**config.mk**
```make
export PLATFORM = sky130hd
export DESIGN_NAME = change_dispenser_flat
export DESIGN_NICKNAME = d
export VERILOG_FILES = /design/src/rtl/change_dispenser_pkg.sv /design/src/rtl/change_dispenser_if.sv /design/src/rtl/change_dispenser_coin_selector.sv /design/src/rtl/change_dispenser.sv /design/src/flat_wrapper.sv
export SDC_FILE = /design/constraint.sdc
export NUM_CORES = 1
export LEC_CHECK = 0
export ABC_AREA = 1
export BUFFER_PORTS_ARGS = -buffer_cell sky130_fd_sc_hd__buf_2
export CORE_MARGIN = 10
export CORE_UTILIZATION = 30
export CTS_CLUSTER_DIAMETER = 100
export DETAILED_ROUTE_END_ITERATION = 7
export HOLD_SLACK_MARGIN = 0.15
export PLACE_DENSITY = 0.58
export SKIP_CTS_REPAIR_TIMING = 1
export SLEW_MARGIN = 20
export SYNTH_ARGS = -nofsm -noshare
export SYNTH_HDL_FRONTEND = slang
export SYNTH_SLANG_ARGS = --single-unit
```
**constraint.sdc**
```tcl
create_clock -name clk -period 2.4 [get_ports clk]
set_input_delay 0.48 -clock clk [delete_from_list [all_inputs] [get_ports clk]]
set_output_delay 0.48 -clock clk [all_outputs]
set_load 0.02 [all_outputs]
```
**src/rtl/change_dispenser_pkg.sv**
```systemverilog
// Shared definitions for the change dispenser: money width, coin table and FSM encoding.
// Coin index 2 is the largest denomination; the selector relies on ascending order.
package change_dispenser_pkg;

    localparam int kTotalBits = 31;
    localparam int kNumCoins  = 3;

    typedef logic [kTotalBits-1:0] money_t;
    typedef logic [kNumCoins-1:0]  coin_mask_t;

    localparam money_t kCoinValue [kNumCoins] = '{money_t'(100), money_t'(500), money_t'(1000)};

    typedef enum logic [1:0] {
        IDLE   = 2'd0,
        SELECT = 2'd1,
        ISSUE  = 2'd2,
        DONE   = 2'd3
    } state_t;

    // Value of a one-hot coin selection; zero when nothing is selected.
    function automatic money_t coin_value(input coin_mask_t sel);
        money_t v;
        v = '0;
        for (int i = 0; i < kNumCoins; i++) begin
            if (sel[i]) v = v | kCoinValue[i];
        end
        return v;
    endfunction

endpackage

```
**src/rtl/change_dispenser_if.sv**
```systemverilog
// Request/coin bus between a requester (master) and the change dispenser (slave).
// Coin handshake: a coin transfers on a cycle where coin_valid && coin_ready; coin_sel is stable while coin_valid waits.
interface change_dispenser_if;
    import change_dispenser_pkg::*;

    logic       return_req;
    money_t     return_amount;
    coin_mask_t coin_empty;
    logic       coin_ready;
    logic       coin_valid;
    coin_mask_t coin_sel;
    logic       busy;
    logic       done;
    logic       short;
    money_t     remainder;
    logic [7:0] coins_out;

    modport master (
        output return_req, return_amount, coin_empty, coin_ready,
        input  coin_valid, coin_sel, busy, done, short, remainder, coins_out
    );

    modport slave (
        input  return_req, return_amount, coin_empty, coin_ready,
        output coin_valid, coin_sel, busy, done, short, remainder, coins_out
    );

endinterface

```
**src/rtl/change_dispenser_coin_selector.sv**
```systemverilog
// Priority selector: picks the largest available coin not exceeding the remaining balance.
module coin_selector
    import change_dispenser_pkg::*;
(
    input  money_t     remainder,
    input  coin_mask_t coin_empty,
    output coin_mask_t sel,
    output logic       found
);

    // Ascending scan so a later (larger) eligible coin overrides smaller ones.
    always_comb begin
        sel   = '0;
        found = 1'b0;
        for (int i = 0; i < kNumCoins; i++) begin
            if (!coin_empty[i] && (kCoinValue[i] <= remainder)) begin
                sel    = '0;
                sel[i] = 1'b1;
                found  = 1'b1;
            end
        end
    end

endmodule

```
**src/rtl/change_dispenser.sv**
```systemverilog
// Change dispenser: pays out a requested balance one coin at a time, largest available first.
// Reports completion with done, and short when a residue could not be paid.
module change_dispenser
    import change_dispenser_pkg::*;
(
    input  logic   clk,
    input  logic   reset_n,
    change_dispenser_if.slave dif,
    output state_t dbg_state
);

    state_t     state;
    money_t     remainder_q;
    logic [7:0] coins_q;
    coin_mask_t sel_q;
    coin_mask_t pick;
    logic       pick_found;

    coin_selector u_coin_selector (
        .remainder  (remainder_q),
        .coin_empty (dif.coin_empty),
        .sel        (pick),
        .found      (pick_found)
    );

    always_ff @(posedge clk or negedge reset_n) begin
        if (!reset_n) begin
            state       <= IDLE;
            remainder_q <= '0;
            coins_q     <= '0;
            sel_q       <= '0;
        end else begin
            case (state)
                IDLE: begin
                    if (dif.return_req) begin
                        remainder_q <= dif.return_amount;
                        coins_q     <= '0;
                        state       <= SELECT;
                    end
                end
                SELECT: begin
                    if (pick_found) begin
                        sel_q <= pick;
                        state <= ISSUE;
                    end else begin
                        state <= DONE;
                    end
                end
                ISSUE: begin
                    // sel_q is frozen here; coin_empty changes only matter at the next SELECT.
                    if (dif.coin_ready) begin
                        remainder_q <= remainder_q - coin_value(sel_q);
                        if (coins_q != 8'hFF) coins_q <= coins_q + 8'd1;
                        sel_q <= '0;
                        state <= SELECT;
                    end
                end
                DONE: begin
                    state <= IDLE;
                end
                default: begin
                    state <= IDLE;
                end
            endcase
        end
    end

    assign dif.coin_valid = (state == ISSUE);
    assign dif.coin_sel   = sel_q;
    assign dif.busy       = (state != IDLE);
    assign dif.done       = (state == DONE);
    assign dif.short      = (state == DONE) && (remainder_q != '0);
    assign dif.remainder  = remainder_q;
    assign dif.coins_out  = coins_q;
    assign dbg_state      = state;

endmodule

```
**src/flat_wrapper.sv**
```systemverilog
// flat-port wrapper written by rule: the top's interface ports become plain ports
module change_dispenser_flat import change_dispenser_pkg::*;
  (clk, reset_n, dbg_state, dif_return_req, dif_return_amount, dif_coin_empty, dif_coin_ready, dif_coin_valid, dif_coin_sel, dif_busy, dif_done, dif_short, dif_remainder, dif_coins_out);
  change_dispenser_if dif_i ();
  input  logic clk;
  input  logic reset_n;
  output state_t dbg_state;
  input wire logic [$bits(dif_i.return_req)-1:0] dif_return_req;
  input wire logic [$bits(dif_i.return_amount)-1:0] dif_return_amount;
  input wire logic [$bits(dif_i.coin_empty)-1:0] dif_coin_empty;
  input wire logic [$bits(dif_i.coin_ready)-1:0] dif_coin_ready;
  output wire logic [$bits(dif_i.coin_valid)-1:0] dif_coin_valid;
  output wire logic [$bits(dif_i.coin_sel)-1:0] dif_coin_sel;
  output wire logic [$bits(dif_i.busy)-1:0] dif_busy;
  output wire logic [$bits(dif_i.done)-1:0] dif_done;
  output wire logic [$bits(dif_i.short)-1:0] dif_short;
  output wire logic [$bits(dif_i.remainder)-1:0] dif_remainder;
  output wire logic [$bits(dif_i.coins_out)-1:0] dif_coins_out;
  assign dif_i.return_req = dif_return_req;
  assign dif_i.return_amount = dif_return_amount;
  assign dif_i.coin_empty = dif_coin_empty;
  assign dif_i.coin_ready = dif_coin_ready;
  assign dif_coin_valid = dif_i.coin_valid;
  assign dif_coin_sel = dif_i.coin_sel;
  assign dif_busy = dif_i.busy;
  assign dif_done = dif_i.done;
  assign dif_short = dif_i.short;
  assign dif_remainder = dif_i.remainder;
  assign dif_coins_out = dif_i.coins_out;
  change_dispenser u_core (.clk(clk), .reset_n(reset_n), .dif(dif_i), .dbg_state(dbg_state));
endmodule
```
==> results.json <==
{
  "crit_arrival_ns": 1.79,
  "rsz0062_at_grt": "true",
  "die_w_um": 130,
  "ys_warn_count": 0,
  "firstDrtPassIters": 4,
  "dp.cells": 836,
  "fill_cells": 1302,
  "critPathBufInv": 2,
  "ys_types": 34,
  "syn_area_mm2": 0.00366,
  "areaGrowthSynthToFinish_pct": 26.6,
  "min-delay-path-class": "in2async",
  "grt_max_degree": 49,
  "p_per_area_mw_per_mm2": 1560,
  "worst_pin_slew_ns": 0.570,
  "path_class": "reg2out",
  "wl_per_cell_um": 14.8,
  "diodes": 0,
  "grt_pass1_wl_um": 20500,
  "syn_nets": 648,
  "setup_viol": 0,
  "clk_latency_ns": 0.30,
  "drc": 0,
  "synth_area_leaders": "dfrtp_1 (30%), nand2_1 (17%), nor2_1 (12%)",
  "post-route-util_pct": 38.7,
  "cts_made_buffers": 5,
  "cts_tree": "done",
  "endpoint_kind": "output port",
  "crit_fanout": 6,
  "core_mm2": 0.0120,
  "final_cells": 851,
  "antenna_found_initial": 0,
  "dr_total_vias": 4162,
  "clkSinkCount": 44,
  "grt-ovfl-total": 0,
  "die_area_mm2": 0.0170,
  "grt_use_total_pct": 15.0,
  "ys_ff_latch": 44,
  "ir_drop_uv": 558,
  "multi_input_area_mm2": 0.00225,
  "seq_area_mm2": 0.00110,
  "synth_area_leader_cell": "dfrtp_1",
  "first_global_vias": 4198,
  "synth_edf_count": 0,
  "clk_pin_slew_ns": 0.07,
  "required_ns": 1.92,
  "routed_wl_um": 12600,
  "critical-path-top-delay-family": "simple AND/OR/NAND/NOR gates",
  "ys_async_sr_fraction_pct": 100,
  "rows": 40,
  "die_y_um": 130,
  "htree_num_levels": 2,
  "yosysSeqAreaShare_pct": 30.1,
  "ioPinCount": 86,
  "drt_iter0_markers": 206,
  "port_buffers": 85,
  "slew-limit-headroom_pct": 62.0,
  "initial_core_util_pct": 30.6,
  "slowest_delay_ns": 0.45,
  "timing_hold_violations_final": 0,
  "run_status": "complete, no violations",
  "gp_congestion": 0.904,
  "synth_flop_cell": "dfrtp_1",
  "cp_slowest_cell": "dfrtp_2",
  "avgViaCountPerCell": 4.89,
  "drtAntennaViolNets": 0,
  "cap_violations": 0,
  "path_cells": "inv_1, nand2_1, nor2_1, nand2_2, nor2_4, nand4_1, o21a_1, buf_2",
  "slew_viol_final": 0,
  "fmax_ghz": 0.441,
  "period_share_pct": 94.4,
  "clockBufferDepth": 2,
  "p_leak_nw": 2.37,
  "clock_skew_ns": 0.00642,
  "dp_hpwl_um": 10000,
  "syn_inst": 598,
  "postSynthAreaPerCell_um2": 6.11,
  "fin_nets": 753,
  "cts_root_buffer": "clkbuf_16",
  "start_kind": "flip-flop",
  "period_minus_slack_ns": 2.27,
  "post_route_cells_drive_above_1_share_pct": 23.3,
  "synthDominantCellAreaShare_pct": 30.1
}
==> metrics by stage <==
step | power, W | TNS, ns | hold WS, ns | instance area [µm²] | setup WS (ns)
floorplan | 0.00465 | 0 | 0.184 | 3660 | 0.228
global placement | 0.00615 | 0 | 0.484 | 4360 | 0.152
detailed placement | 0.00621 | 0 | 0.485 | 4360 | 0.0615
CTS | 0.00707 | -0.0396 | 0.194 | 4530 | -0.0396
global route | 0.00795 | -0.0131 | 0.212 | 4630 | -0.0116
finish | 0.00721 | 0 | 0.169 | 4630 | 0.134
==> layout by cell type, fill, tap and decap left out, types with 2 or more instances in the layout <==
cell | netlist | layout
dfrtp_2 | 0 | 3
nand4_1 | 11 | 11
nand3b_1 | 2 | 2
buf_2 | 0 | 85
a21oi_1 | 14 | 13
inv_1 | 69 | 67
nand3_1 | 52 | 51
nand3_2 | 1 | 2
o22ai_1 | 3 | 3
o21ai_0 | 30 | 30
nor3_1 | 8 | 8
ha_1 | 11 | 10
nand2_2 | 5 | 11
nand2_1 | 168 | 162
dfrtp_1 | 44 | 41
nor3_2 | 3 | 3
nor2_1 | 115 | 112
o211ai_1 | 4 | 4
nor2_2 | 4 | 6
xor2_1 | 6 | 6
o21ai_1 | 11 | 11
nor4_1 | 4 | 4
inv_2 | 9 | 11
a21oi_4 | 2 | 2
buf_4 | 0 | 24
nand2_4 | 2 | 2
clkbuf_16 | 0 | 5
==> worst reg2reg max path, cell delays in order (launching register included) <==
cell     delay, ns
dfrtp_1       0.43
nor2_2        0.07
buf_4         0.15
ha_1          0.32
inv_1         0.06
o21ai_0       0.38
a21oi_1       0.17
nand2_2       0.15
buf_4         0.13
xor2_1        0.16
nor2_1        0.06
o21ai_1       0.11
==> logic make-up (layout without fill, tap and decap cells) <==
| kind of cell | Yosys count | in the layout | share of synthesized area, % |
|---|---|---|---|
| AND/OR/NAND/NOR | 376 | 376 | 43.7 |
| XOR/XNOR | 6 | 6 | 1.44 |
| AO/OA/AOI/OAI | 69 | 69 | 10.9 |
| adder cells (fa/ha/maj) | 12 | 12 | 4.31 |
| buffers and inverters | 91 | 197 | 9.55 |
| flip-flops | 44 | 44 | 30.1 |
==> registers in the layout, summed over array words and instances, names as in the netlist <==
signal and cells:
u_core.dbg_state 2, u_core.dif.remainder 31, u_core.dif.coin_sel 3, u_core.dif.coins_out 8
==> final cells by class <==
class	instances	share of cell area, %
Clock inverter	3	1.00
Sequential cell	44	23.9
Timing Repair Buffer	110	13.5
Multi-Input combinational cell	463	48.5
Clock buffer	5	2.70
Inverter	79	6.41
Tap cell	147	3.97
==> synthesized netlist by cell type, types with 2 or more instances <==
cell and instances:
nand4_1 11, nor3_2 3, nor3_1 8, nand2_4 2
a21oi_4 2, o22ai_1 3, nor4_1 4, nor2_1 115
nor2_2 4, nand2_2 5, nand3b_1 2, a21oi_1 14
clkbuf_1 8, nand3_1 52, o21ai_1 11, o211ai_1 4
dfrtp_1 44, inv_1 69, buf_1 3, nand2_1 168
inv_2 9, xor2_1 6, o21ai_0 30, ha_1 11
==> layer usage <==
layer,up-vias,global-route usage (%),wire length [µm]
li1,2111,-,-
met1,1901,18.6,5620
met2,118,24.8,5810
met3,32,3.42,827
met4,0,5.62,371
met5,-,0,0
==> path summary, 6_finish.rpt <==
path	start	endpoint	slack, ns	cells after the start
worst max-delay path	u_core.dif.remainder[20]	dif_short	0.13	8
worst max register to register	u_core.dif.coin_sel[1]	u_core.dif.remainder[10]	0.15	11
worst min register to register	u_core.dif.coins_out[7]	u_core.dif.coins_out[7]	0.51	1
worst min-delay path	reset_n	u_core.dif.coin_sel[1]	0.17	1
min in group clk	dif_return_amount[1]	u_core.dif.remainder[1]	0.40	3
max in group asynchronous	reset_n	u_core.dif.remainder[29]	1.69	2
==> power breakdown <==
group          internal [W]  leakage [nW]  switching, W
clock              0.000496        0.0804      0.000337
combinational       0.00165          1.74       0.00325
sequential          0.00108         0.549      0.000384
total               0.00323          2.37       0.00398
No activity file was read; power rests on OpenSTA's default activity.
